**src/rtl/taylor_pkg.sv**
```systemverilog
// Shared definitions for the Taylor cosine sweep driver: word format and FSM encoding.
package taylor_pkg;
  localparam int W         = 24;
  localparam int FXP_SHIFT = 10;
  localparam logic [W-1:0] FXP_ONE = {{(W-FXP_SHIFT-1){1'b0}}, 1'b1, {FXP_SHIFT{1'b0}}};

  typedef enum logic [2:0] {IDLE, ISSUE, WAIT, CAPTURE, FINISH} drv_state_t;
endpackage

```
**src/rtl/taylor_result_buf.sv**
```systemverilog
// Result buffer: one write port, one registered read port. Contents survive reset.
module taylor_result_buf
  import taylor_pkg::*;
#(
  parameter  int DEPTH = 16,
  localparam int AW    = $clog2(DEPTH)
) (
  input  logic          clk_i,
  input  logic          we_i,
  input  logic [AW-1:0] wa_i,
  input  logic [W-1:0]  wd_i,
  input  logic [AW-1:0] ra_i,
  output logic [W-1:0]  rd_o
);
  logic [W-1:0] mem_q [DEPTH];
  logic [W-1:0] rd_q;

  // Read samples the pre-write word, so a same-cycle write to ra_i returns old data.
  always_ff @(posedge clk_i) begin
    if (we_i) mem_q[wa_i] <= wd_i;
    rd_q <= mem_q[ra_i];
  end

  assign rd_o = rd_q;
endmodule

```
**src/rtl/taylor_sweep_driver.sv**
```systemverilog
// Sweeps a range of angles through the Taylor cosine engine one at a time and
// buffers each result for later readback.
module taylor_sweep_driver
  import taylor_pkg::*;
#(
  parameter  int DEPTH   = 16,
  parameter  int TIMEOUT = 64,
  localparam int CW      = $clog2(DEPTH+1),
  localparam int AW      = $clog2(DEPTH),
  localparam int TW      = $clog2(TIMEOUT+1)
) (
  input  logic          clock_i,
  input  logic          reset_i,
  input  logic          run_i,
  input  logic [W-1:0]  angle_base_i,
  input  logic [W-1:0]  angle_step_i,
  input  logic [CW-1:0] sample_count_i,
  output logic          busy_o,
  output logic          done_o,
  output logic          error_o,
  output logic [CW-1:0] wr_count_o,
  output logic          eng_start_o,
  output logic [W-1:0]  eng_angle_o,
  input  logic          eng_ready_i,
  input  logic [W-1:0]  eng_result_i,
  input  logic [AW-1:0] rd_addr_i,
  output logic [W-1:0]  rd_data_o
);
  drv_state_t    state_q, state_d;
  logic [CW-1:0] count_q, count_d, wr_count_q, wr_count_d, count_in, wr_next;
  logic [W-1:0]  angle_q, angle_d, step_q, step_d;
  logic [TW-1:0] tmo_q, tmo_d;
  logic          error_q, error_d, buf_we, rd_vld_q;
  logic [W-1:0]  buf_rd;

  assign count_in = (sample_count_i > CW'(DEPTH)) ? CW'(DEPTH) : sample_count_i;
  assign wr_next  = wr_count_q + CW'(1);

  always_comb begin
    state_d    = state_q;
    count_d    = count_q;
    wr_count_d = wr_count_q;
    angle_d    = angle_q;
    step_d     = step_q;
    tmo_d      = tmo_q;
    error_d    = error_q;
    buf_we     = 1'b0;
    case (state_q)
      IDLE: if (run_i) begin
        count_d    = count_in;
        step_d     = angle_step_i;
        angle_d    = angle_base_i;
        wr_count_d = '0;
        error_d    = 1'b0;
        tmo_d      = '0;
        state_d    = (count_in == '0) ? FINISH : ISSUE;
      end
      ISSUE: begin
        tmo_d = tmo_q + TW'(1);
        if (tmo_q == TW'(TIMEOUT-1)) begin
          error_d = 1'b1;
          state_d = FINISH;
        end else if (!eng_ready_i) state_d = WAIT;
      end
      WAIT: begin
        tmo_d = tmo_q + TW'(1);
        // A result arriving on the last allowed cycle still wins over the abort.
        if (eng_ready_i) state_d = CAPTURE;
        else if (tmo_q == TW'(TIMEOUT-1)) begin
          error_d = 1'b1;
          state_d = FINISH;
        end
      end
      CAPTURE: begin
        buf_we     = 1'b1;
        wr_count_d = wr_next;
        angle_d    = angle_q + step_q;
        tmo_d      = '0;
        state_d    = (wr_next == count_q) ? FINISH : ISSUE;
      end
      FINISH:  state_d = IDLE;
      default: state_d = IDLE;
    endcase
  end

  always_ff @(posedge clock_i) begin
    if (reset_i) begin
      state_q    <= IDLE;
      count_q    <= '0;
      wr_count_q <= '0;
      angle_q    <= '0;
      step_q     <= '0;
      tmo_q      <= '0;
      error_q    <= 1'b0;
      rd_vld_q   <= 1'b0;
    end else begin
      state_q    <= state_d;
      count_q    <= count_d;
      wr_count_q <= wr_count_d;
      angle_q    <= angle_d;
      step_q     <= step_d;
      tmo_q      <= tmo_d;
      error_q    <= error_d;
      rd_vld_q   <= 1'b1;
    end
  end

  taylor_result_buf #(.DEPTH(DEPTH)) u_buf (
    .clk_i (clock_i),
    .we_i  (buf_we),
    .wa_i  (wr_count_q[AW-1:0]),
    .wd_i  (eng_result_i),
    .ra_i  (rd_addr_i),
    .rd_o  (buf_rd)
  );

  assign busy_o      = (state_q == ISSUE) || (state_q == WAIT) || (state_q == CAPTURE);
  assign done_o      = (state_q == FINISH);
  assign error_o     = error_q;
  assign wr_count_o  = wr_count_q;
  // Reset gates start combinationally so the engine sees it drop in the reset cycle.
  assign eng_start_o = ((state_q == ISSUE) || (state_q == WAIT)) && !reset_i;
  assign eng_angle_o = angle_q;
  assign rd_data_o   = rd_vld_q ? buf_rd : '0;
endmodule
```
**config.mk**
```make
export PLATFORM = sky130hd
export DESIGN_NAME = taylor_sweep_driver
export DESIGN_NICKNAME = d
export VERILOG_FILES = /design/src/rtl/taylor_pkg.sv /design/src/rtl/taylor_result_buf.sv /design/src/rtl/taylor_sweep_driver.sv
export SDC_FILE = /design/constraint.sdc
export NUM_CORES = 1
export LEC_CHECK = 0
export ABC_AREA = 1
export BUFFER_PORTS_ARGS = -buffer_cell sky130_fd_sc_hd__buf_2
export CAP_MARGIN = 20
export CORE_MARGIN = 5
export CORE_UTILIZATION = 60
export CTS_BUF_LIST = sky130_fd_sc_hd__clkbuf_16
export DETAILED_ROUTE_END_ITERATION = 12
export PLACE_DENSITY = 0.79
export SYNTH_ARGS = -nofsm -noshare
export SYNTH_HDL_FRONTEND = slang
export SYNTH_SLANG_ARGS = --single-unit
```
**constraint.sdc**
```tcl
create_clock -name clock_i -period 4 [get_ports clock_i]
set_input_delay 0.6 -clock clock_i [delete_from_list [all_inputs] [get_ports clock_i]]
set_output_delay 0.6 -clock clock_i [all_outputs]
set_load 0.05 [all_outputs]
```
; Word-level counts from Yosys, hierarchy flattened
; Memories as Yosys holds them, arrays and structs flattened. A register that Yosys moved wholly into a read port is not among the register bits.
; Cells that the tools add are included.
[classes]
magnitude_cmp = 1
eq_ne = 10
n_addsub = 3
n_reduce_logical = 15
muxes = 24
[ops]
columns = cell, n
row1 = $mux W24, 2
row2 = $pmux W24 S2, 1
row3 = $add A24 B24 Y24, 1
row4 = $mux W3, 7
row5 = $pmux W7 S3, 1
row6 = $pmux W3 S4, 1
row7 = $mux W5, 2
row8 = $pmux W5 S2, 1
row9 = $add A7 B1 Y7 const B, 1
row10 = $eq A7 B6 Y1 const B, 1
row11 = $mux W1, 7
row12 = $mux W7, 1
row13 = $eq A3 B2 Y1 const B, 2
row14 = $ne A3 B3 Y1 const B, 2
row15 = $reduce_and A2 Y1, 3
row16 = $reduce_and A3 Y1, 2
row17 = $reduce_bool A3 Y1, 2
row18 = $add A5 B1 Y5 const B, 1
row19 = $eq A5 B5 Y1, 1
row20 = $gt A5 B5 Y1 const B, 1
row21 = $logic_not A5 Y1, 1
row22 = $ne A2 B2 Y1 const B, 2
row23 = $eq A3 B1 Y1 const B, 1
row24 = $eq A3 B3 Y1 const B, 1
row25 = 7 further kinds, 8
[word_totals]
input_bits = 85
out_inout_bits = 57
ramBits = 384
mem_count = 1
wordCells = 62
ff_bits = 70
[mem_list]
columns = memory, depth, width, rd, rd_clocked_by_memory_dff, write_ports, line
row1 = u_buf.mem_q, 16, 24, 1, 1, 1, taylor_result_buf.sv:15  ; logic [W-1:0] mem_q [DEPTH];

; Depth between registers and ports, before layout
; Gate-level depths: netlist (run 1).
[depth]
word_depth = 6
mapped_depth = 14
ltp_nobuf = 14

; Hierarchy
; A second synthesis (run 1) with hierarchy kept.
[hier_totals]
hier_cells = 2417
hier_area_um2 = 21800.9
[modules_own_cells]
columns = mod, cells_per_inst, area_per_inst_um2, instances, seq_area_each_um2
row1 = taylor_result_buf, 1597, 16951.3, 1, 12011.5
row2 = taylor_sweep_driver, 820, 4849.7, 1, 1401.3

; Least setup slack after synthesis (run 1)
; Ideal clock, no wire load.
[synth_path]
path_kind = register to register
from = register wr_count_q[0], in the netlist wr_count_o[0]
to = memory u_buf.mem_q[3][0], enable pin
path_stages_with_launch = 4
path_slack_ps = 729
period_less_slack_ps = 3271
n_path_buf = 0
setup_ps = 435
arrival_time_ps = 2836
path_cell_list = dfxtp_1 -> ha_1 -> inv_1 -> nor3_1
[synth_rtl]
columns = item, line
row1 = from (decl), taylor_sweep_driver.sv:30  ; logic [CW-1:0] count_q, count_d, wr_count_q, wr_count_d, count_in, wr_next;
row2 = from (signal assigned), taylor_sweep_driver.sv:99  ; wr_count_q <= wr_count_d;
row3 = to (decl), taylor_result_buf.sv:15
; No word-level cell before the write port.

; Final worst setup path (run 1)
[layout_path]
from = register state_q[1]
to = memory u_buf.mem_q[2][21], enable pin
[layout_via]
elab_chain_cells = 4
[layout_lines]
columns = item, line
row1 = from (decl), taylor_sweep_driver.sv:29  ; drv_state_t state_q, state_d;
row2 = from (signal assigned), taylor_sweep_driver.sv:97  ; state_q <= state_d;
row3 = $eq A3 B2 Y1, taylor_sweep_driver.sv:48  ; case (state_q)
row4 = $mux W1, taylor_sweep_driver.sv:48
row5 = $mux W1, taylor_result_buf.sv:20  ; if (we_i) mem_q[wa_i] <= wd_i;
row6 = $mux W1 (implied by the code), taylor_result_buf.sv:20
; No other way between the ends.

==> reports/qor.yml, run 1 <==
run_status:
  status: "completed"
critical_path:
  crit_chain: "nand2_1, nor2_4, nand2_1, nor2_4"
  critPathRequiredTime_ps: 4160
  r2r_setup_slack_ps: 1260
  startpoint_type: "register"
  path_class: "register to register"
  crit_start: "state_q[1]$_SDFFE_PP0P_"
  crit_path_end: "u_buf.mem_q[2][21]$_DFFE_PP_"
  crit_fanout: 24
  crit_path_end_kind: "register"
  rr_worst_depth: 4
  cp_slowest_cell: "nor2_4"
  crit_buf_inv: 0
  cp.depth: 4
  cp.arrival_ps: 2910
  reg2reg_from: "state_q[1]$_SDFFE_PP0P_"
  max_stage_delay_ps: 950
  crit_family: "simple AND/OR/NAND/NOR gates"
  rr_endpoint: "u_buf.mem_q[2][21]$_DFFE_PP_"
synth:
  synth_area_sq_um: 20800
  synth-simple-area-share_pct: 10.6
  synth_fp_nets: 2002
  yosys.area.top_type: "edfxtp_1"
  synth_top_family_by_area: "compound AO/OA/AOI/OAI gates"
  synth.ff_latch_count: 478
  ys_seq_area_share_pct: 64.6
  synth_xor_xnor_area_share_pct: 0.464
  ys_async_sr_fraction_pct: 0
  syn_inst: 1888
  synthTopCellsByArea: "edfxtp_1 (56%), dfxtp_1 (9.1%), nand2_1 (5.1%), mux2i_1 (4.6%), inv_1 (4.1%)"
  synth-edff-count: 384
  synthAdderAreaFrac_pct: 1.78
  syn_area_per_cell_sq_um: 11.0
  yosysWarnings: 0
  synth.mux.area_fraction_pct: 4.63
  synth_compound_area_share_pct: 11.5
  yosys_most_used_dff: "edfxtp_1"
  synth_top_area_share_pct: 55.5
  synth.distinct_cells: 45
placed_design:
  hpwl_mm: 28.5
  gp_congestion: 0.942
  portBuffers: 141
timing:
  final-hold-violation-count: 0
  relSlewSlack_pct: 24.1
  setup_tns_ps: 0
  grt_setup_unrepaired: "false"
  worst_slew_pin_slew_ps: 1140
  fmax_mhz: 365
  setup_violations: 0
  period_needed_ps: 2740
  whs_ps: 266
  fin_worst_skew_ps: 17.4
  fin_crit_sh_pct: 68.6
  drv_slew: 0
route:
  met2_length_mm: 23.6
  ant_nets: 0
  wl_met1_mm: 20.1
  drtIter0Drc: 1592
  postRouteWirelength_mm: 48.9
  avgRoutedWirePerCell_um: 19.6
  drc: 0
  routed_via_density: 5.81
  vias: 14500
  top_layer: "met4"
  first_pass_iters: 5
  route.met3.wl_mm: 3.96
cts:
  clkTransAtPathRegs_ps: 70
  holdBufCountCts: 0
  post_cts_resize_count: 0
  clock_path_buffers: 3
  cts_buffers: 47
  cts_tree: "done"
  htreeDepth: 2
  post-cts-setup-buffer-count: 0
  cts-root-buf: "clkbuf_16"
  clock-sinks: 478
  insertion_delay_ps: 560
pwr:
  p_per_area_nw_per_um2: 520
  switchingPower_w: 0.00355
  p_int_w: 0.00862
  combPwrFrac_pct: 18.2
  seqPwrFrac_pct: 47.2
  ir_drop_mv: 0.472
  p_clk_share_pct: 34.7
  swShare_pct: 29.2
  p_leak_nw: 9.38
cells_and_area:
  diodes: 0
  final_cell_mix: "edfxtp_1 (384), nand2_1 (283), inv_1 (236), o21ai_0 (158), a21oi_1 (150)"
  nets: 2118
  drive_gt1_share_pct: 13.0
  layout_commonest_cell: "edfxtp_1"
  syn_to_final_growth_pct: 12.6
  fillers: 2496
die:
  initial_utilization_pct: 60.4
  dieHeight_um: 196
  rows: 68
  pin_count: 142
  die-area_sq_um: 38400
  core_sq_um: 34400
  die_w_um: 196
job:
  maxCapViolCount: 0
min_path:
  worst_hold_startpoint: "angle_step_i[22]"
  hold_path_class: "input port to register"
global_route:
  grt_max_degree: 114
  antenna_found_initial: 0
  grt_pass1_wl_mm: 76.7
  track_usage_pct: 25.1
  first_global_vias: 14300
  globalRouteOverflowTotal: 0
==> power groups by stage <==
stage                     combinational [W]  sequential [W]  clock, W
final                               0.00221         0.00574   0.00422
after floorplan                     0.00146         0.00602         0
after global routing                0.00244         0.00576   0.00449
after global placement              0.00214         0.00583         0
after detailed placement            0.00219         0.00584         0
after CTS                           0.00221         0.00574   0.00425
==> cell usage after synthesis, drive strengths merged (9+ instances only) <==
library cell / instances
dfxtp: 94
o21ai: 163
o211ai: 96
nor2: 145
xor2: 9
nand2: 286
inv: 232
buf: 43
mux2i: 96
nand3: 70
a21oi: 150
clkbuf: 50
ha: 28
edfxtp: 384
nor3: 12
==> layer usage <==
| metal | vias up | track usage, % |
|---|---|---|
| met1 | 6984 | 34.2 |
| met5 | - | 0 |
| li1 | 6804 | - |
| met2 | 636 | 41.8 |
| met4 | 0 | 7.34 |
| met3 | 96 | 4.59 |
==> worst min-delay path by stage <==
stage | slack [ps] | cells after the start | endpoint
after floorplan | 450 | 2 | tmo_q[5]$_SDFFE_PP0P_
after global placement | 460 | 2 | tmo_q[5]$_SDFFE_PP0P_
after detailed placement | 470 | 2 | tmo_q[5]$_SDFFE_PP0P_
after CTS | 250 | 3 | step_q[22]$_SDFFE_PP0P_
after global routing | 250 | 3 | step_q[0]$_SDFFE_PP0P_
final | 270 | 3 | step_q[22]$_SDFFE_PP0P_
==> registers in the layout, summed over array words and instances (netlist names) <==
signal / count
error_o: 1
step_q: 24
count_q: 5
wr_count_o: 5
state_q: 3
rd_vld_q: 1
eng_angle_o: 24
tmo_q: 7
u_buf.rd_o: 24
u_buf.mem_q: 384
==> layout make-up <==
type / count / area, sq um / area share, %
clock buffer: 49 / 1230 / 5.24
clock inverter: 39 / 258 / 1.10
inverter: 233 / 887 / 3.79
multi-input combinational: 1084 / 6120 / 26.2
sequential: 478 / 13400 / 57.3
tap: 455 / 569 / 2.43
timing repair buffer: 160 / 918 / 3.93
==> worst reg2reg max path: cells and delay by family (launching register included) <==
kind             cells  cell delay (ps)
DFF                  1              400
and+or+nand+nor      4             1940
==> through the flow <==
stage               setup slack (ps)  util, %  cells  instance area, sq um  power, W
floorplan                        729        -   1888                 20800   0.00749
global placement                1340     63.7   2409                 21900   0.00798
detailed placement              1280     63.7   2409                 21900   0.00803
CTS                             1250     68.0   2497                 23400    0.0122
global route                    1120     68.1   2498                 23400    0.0127
finish                          1260     68.1   2498                 23400    0.0122
==> cell families (layout without fill, tap and decap cells) <==
| family | count (synthesis) | count (layout) |
|---|---|---|
| AO/OA/AOI/OAI | 421 | 421 |
| XOR/XNOR | 11 | 11 |
| adder cells (fa/ha/maj) | 29 | 29 |
| buffers and inverters | 326 | 481 |
| flip-flops | 478 | 478 |
| multiplexers | 96 | 96 |
| AND/OR/NAND/NOR | 527 | 527 |
(Power assumes the default switching activity.)
==> run 2, diff against run 1 <==
- CORE_UTILIZATION: 60 -> 55
- PLACE_DENSITY: 0.79 -> 0.76
- clock period: 4 -> 2.26 ns (I/O delays scaled with it)
==> reports/qor.yml, run 2 (same netlist as run 1, synthesis figures left out) <==
die:
  core_sq_um: 37500
  initial_utilization_pct: 55.4
  die-area_sq_um: 41800
  die_w_um: 204
  pin_count: 142
  dieHeight_um: 204
  rows: 71
timing:
  final-hold-violation-count: 0
  setup_violations: 0
  fin_worst_skew_ps: 11.5
  whs_ps: 32.3
  worst_slew_pin_slew_ps: 548
  period_needed_ps: 2120
  relSlewSlack_pct: 63.1
  grt_setup_unrepaired: "false"
  fmax_mhz: 471
  drv_slew: 0
  fin_crit_sh_pct: 93.8
cts:
  cts-root-buf: "clkbuf_16"
  htreeDepth: 2
  clock-sinks: 478
  insertion_delay_ps: 570
  clkTransAtPathRegs_ps: 60
  cts_buffers: 48
  cts_tree: "done"
  clock_path_buffers: 3
critical_path:
  cp_slowest_cell: "dfxtp_1"
  crit_path_end_kind: "primary output"
  crit_chain: "inv_1, nand3_1, nand2_1, nand2_1, inv_1, clkbuf_4"
  r2r_setup_slack_ps: 190
  critPathRequiredTime_ps: 1920
  cp.arrival_ps: 1780
  crit_fanout: 5
  path_class: "register to primary output"
  max_stage_delay_ps: 370
  startpoint_type: "register"
  crit_buf_inv: 3
  crit_family: "buffers and inverters"
pwr:
  ir_drop_mv: 0.806
  p_per_area_nw_per_um2: 902
  seqPwrFrac_pct: 46.5
  p_leak_nw: 9.70
  switchingPower_w: 0.00632
  power_w: 0.0218
  combPwrFrac_pct: 18.5
  p_clk_share_pct: 35.1
  p_int_w: 0.0155
  swShare_pct: 28.9
route:
  drc: 0
  first_pass_iters: 5
  vias: 14600
  routed_via_density: 5.59
  postRouteWirelength_mm: 49.4
  avgRoutedWirePerCell_um: 19.0
  drtIter0Drc: 1223
  ant_nets: 0
cells_and_area:
  top_register: "u_buf.mem_q"
  final_area_sq_um: 24200
  drive_gt1_share_pct: 14.5
  syn_to_final_growth_pct: 16.4
  final_cell_mix: "edfxtp_1 (384), nand2_1 (283), inv_1 (231), o21ai_0 (158), a21oi_1 (150)"
  largest_reg_flops: 384
  layout_commonest_cell: "edfxtp_1"
  nets: 2166
global_route:
  grt_pass1_wl_mm: 76.3
  grt_max_degree: 69
  first_global_vias: 14300
  antenna_found_initial: 3
  globalRouteOverflowTotal: 0
  track_usage_pct: 23.4
placed_design:
  hpwl_mm: 29.2
  portBuffers: 141
  gp_congestion: 0.963
  place_area_sq_um: 22400
min_path:
  hold_path_class: "input port to register"
run_status:
  status: "completed"
job:
  maxCapViolCount: 0
run 2: worst paths after layout:
check / startpoint / endpoint / cells past startpoint
min: angle_step_i[14] / step_q[14]$_SDFFE_PP0P_ / 3
max: state_q[2]$_SDFFE_PP0P_ / eng_start_o / 6
max reg2reg: eng_angle_o[0]$_SDFFE_PP0P_ / eng_angle_o[16]$_SDFFE_PP0P_ / 13
min reg2reg: tmo_q[5]$_SDFFE_PP0P_ / tmo_q[5]$_SDFFE_PP0P_ / 2
run 2: final cells by class:
class / instances / area, sq um
sequential: 478 / 13400
fill: 2800 / 13300
multi-input combinational: 1084 / 6140
timing repair buffer: 207 / 1570
clock buffer: 48 / 1200
inverter: 233 / 887
tap: 511 / 639
clock inverter: 41 / 330
antenna: 2 / 5.00
run 2: tightest hold or removal path, delay by kind of cell:
kind | cells | cell delay, ps
and+or+nand+nor | 2 | 140
buffers and inverters | 1 | 90
run 2: per-stage QoR:
step / instances / setup TNS (ps) / util, % / setup WS [ps]
after floorplan: 1888 / -85420 / - / -307
after global placement: 2493 / 0 / 59.9 / 249
after detailed placement: 2493 / 0 / 59.9 / 162
after CTS: 2602 / 0 / 64.5 / 71.6
after global routing: 2603 / 0 / 64.5 / 13.7
final: 2604 / 0 / 64.5 / 139
run 2: per-layer routing:
metal  wire length [um]  share of wire [%]  vias up  track usage [%]
met5                 29              0.059        -                0
met4               1340                2.7        4             7.75
met3               3770                7.6      108             4.13
met2              24100                 49      593             39.3
met1              20200                 41     6949             31.2
li1                   -                  -     6910                -
run 2: power groups by stage:
stage	combinational, W	clock, W	sequential [W]
CTS	0.00400	0.00779	0.0101
finish	0.00403	0.00765	0.0101
global route	0.00442	0.00816	0.0102
detailed placement	0.00395	0	0.0103
floorplan	0.00259	0	0.0107
global placement	0.00387	0	0.0103
run 2: repair_timing:
item	CTS	global route
endpoints found under the setup margin	0	3
gates resized for setup	0	3
endpoints found under the hold margin	20	0
buffers inserted	0	0
hold buffers	20	0
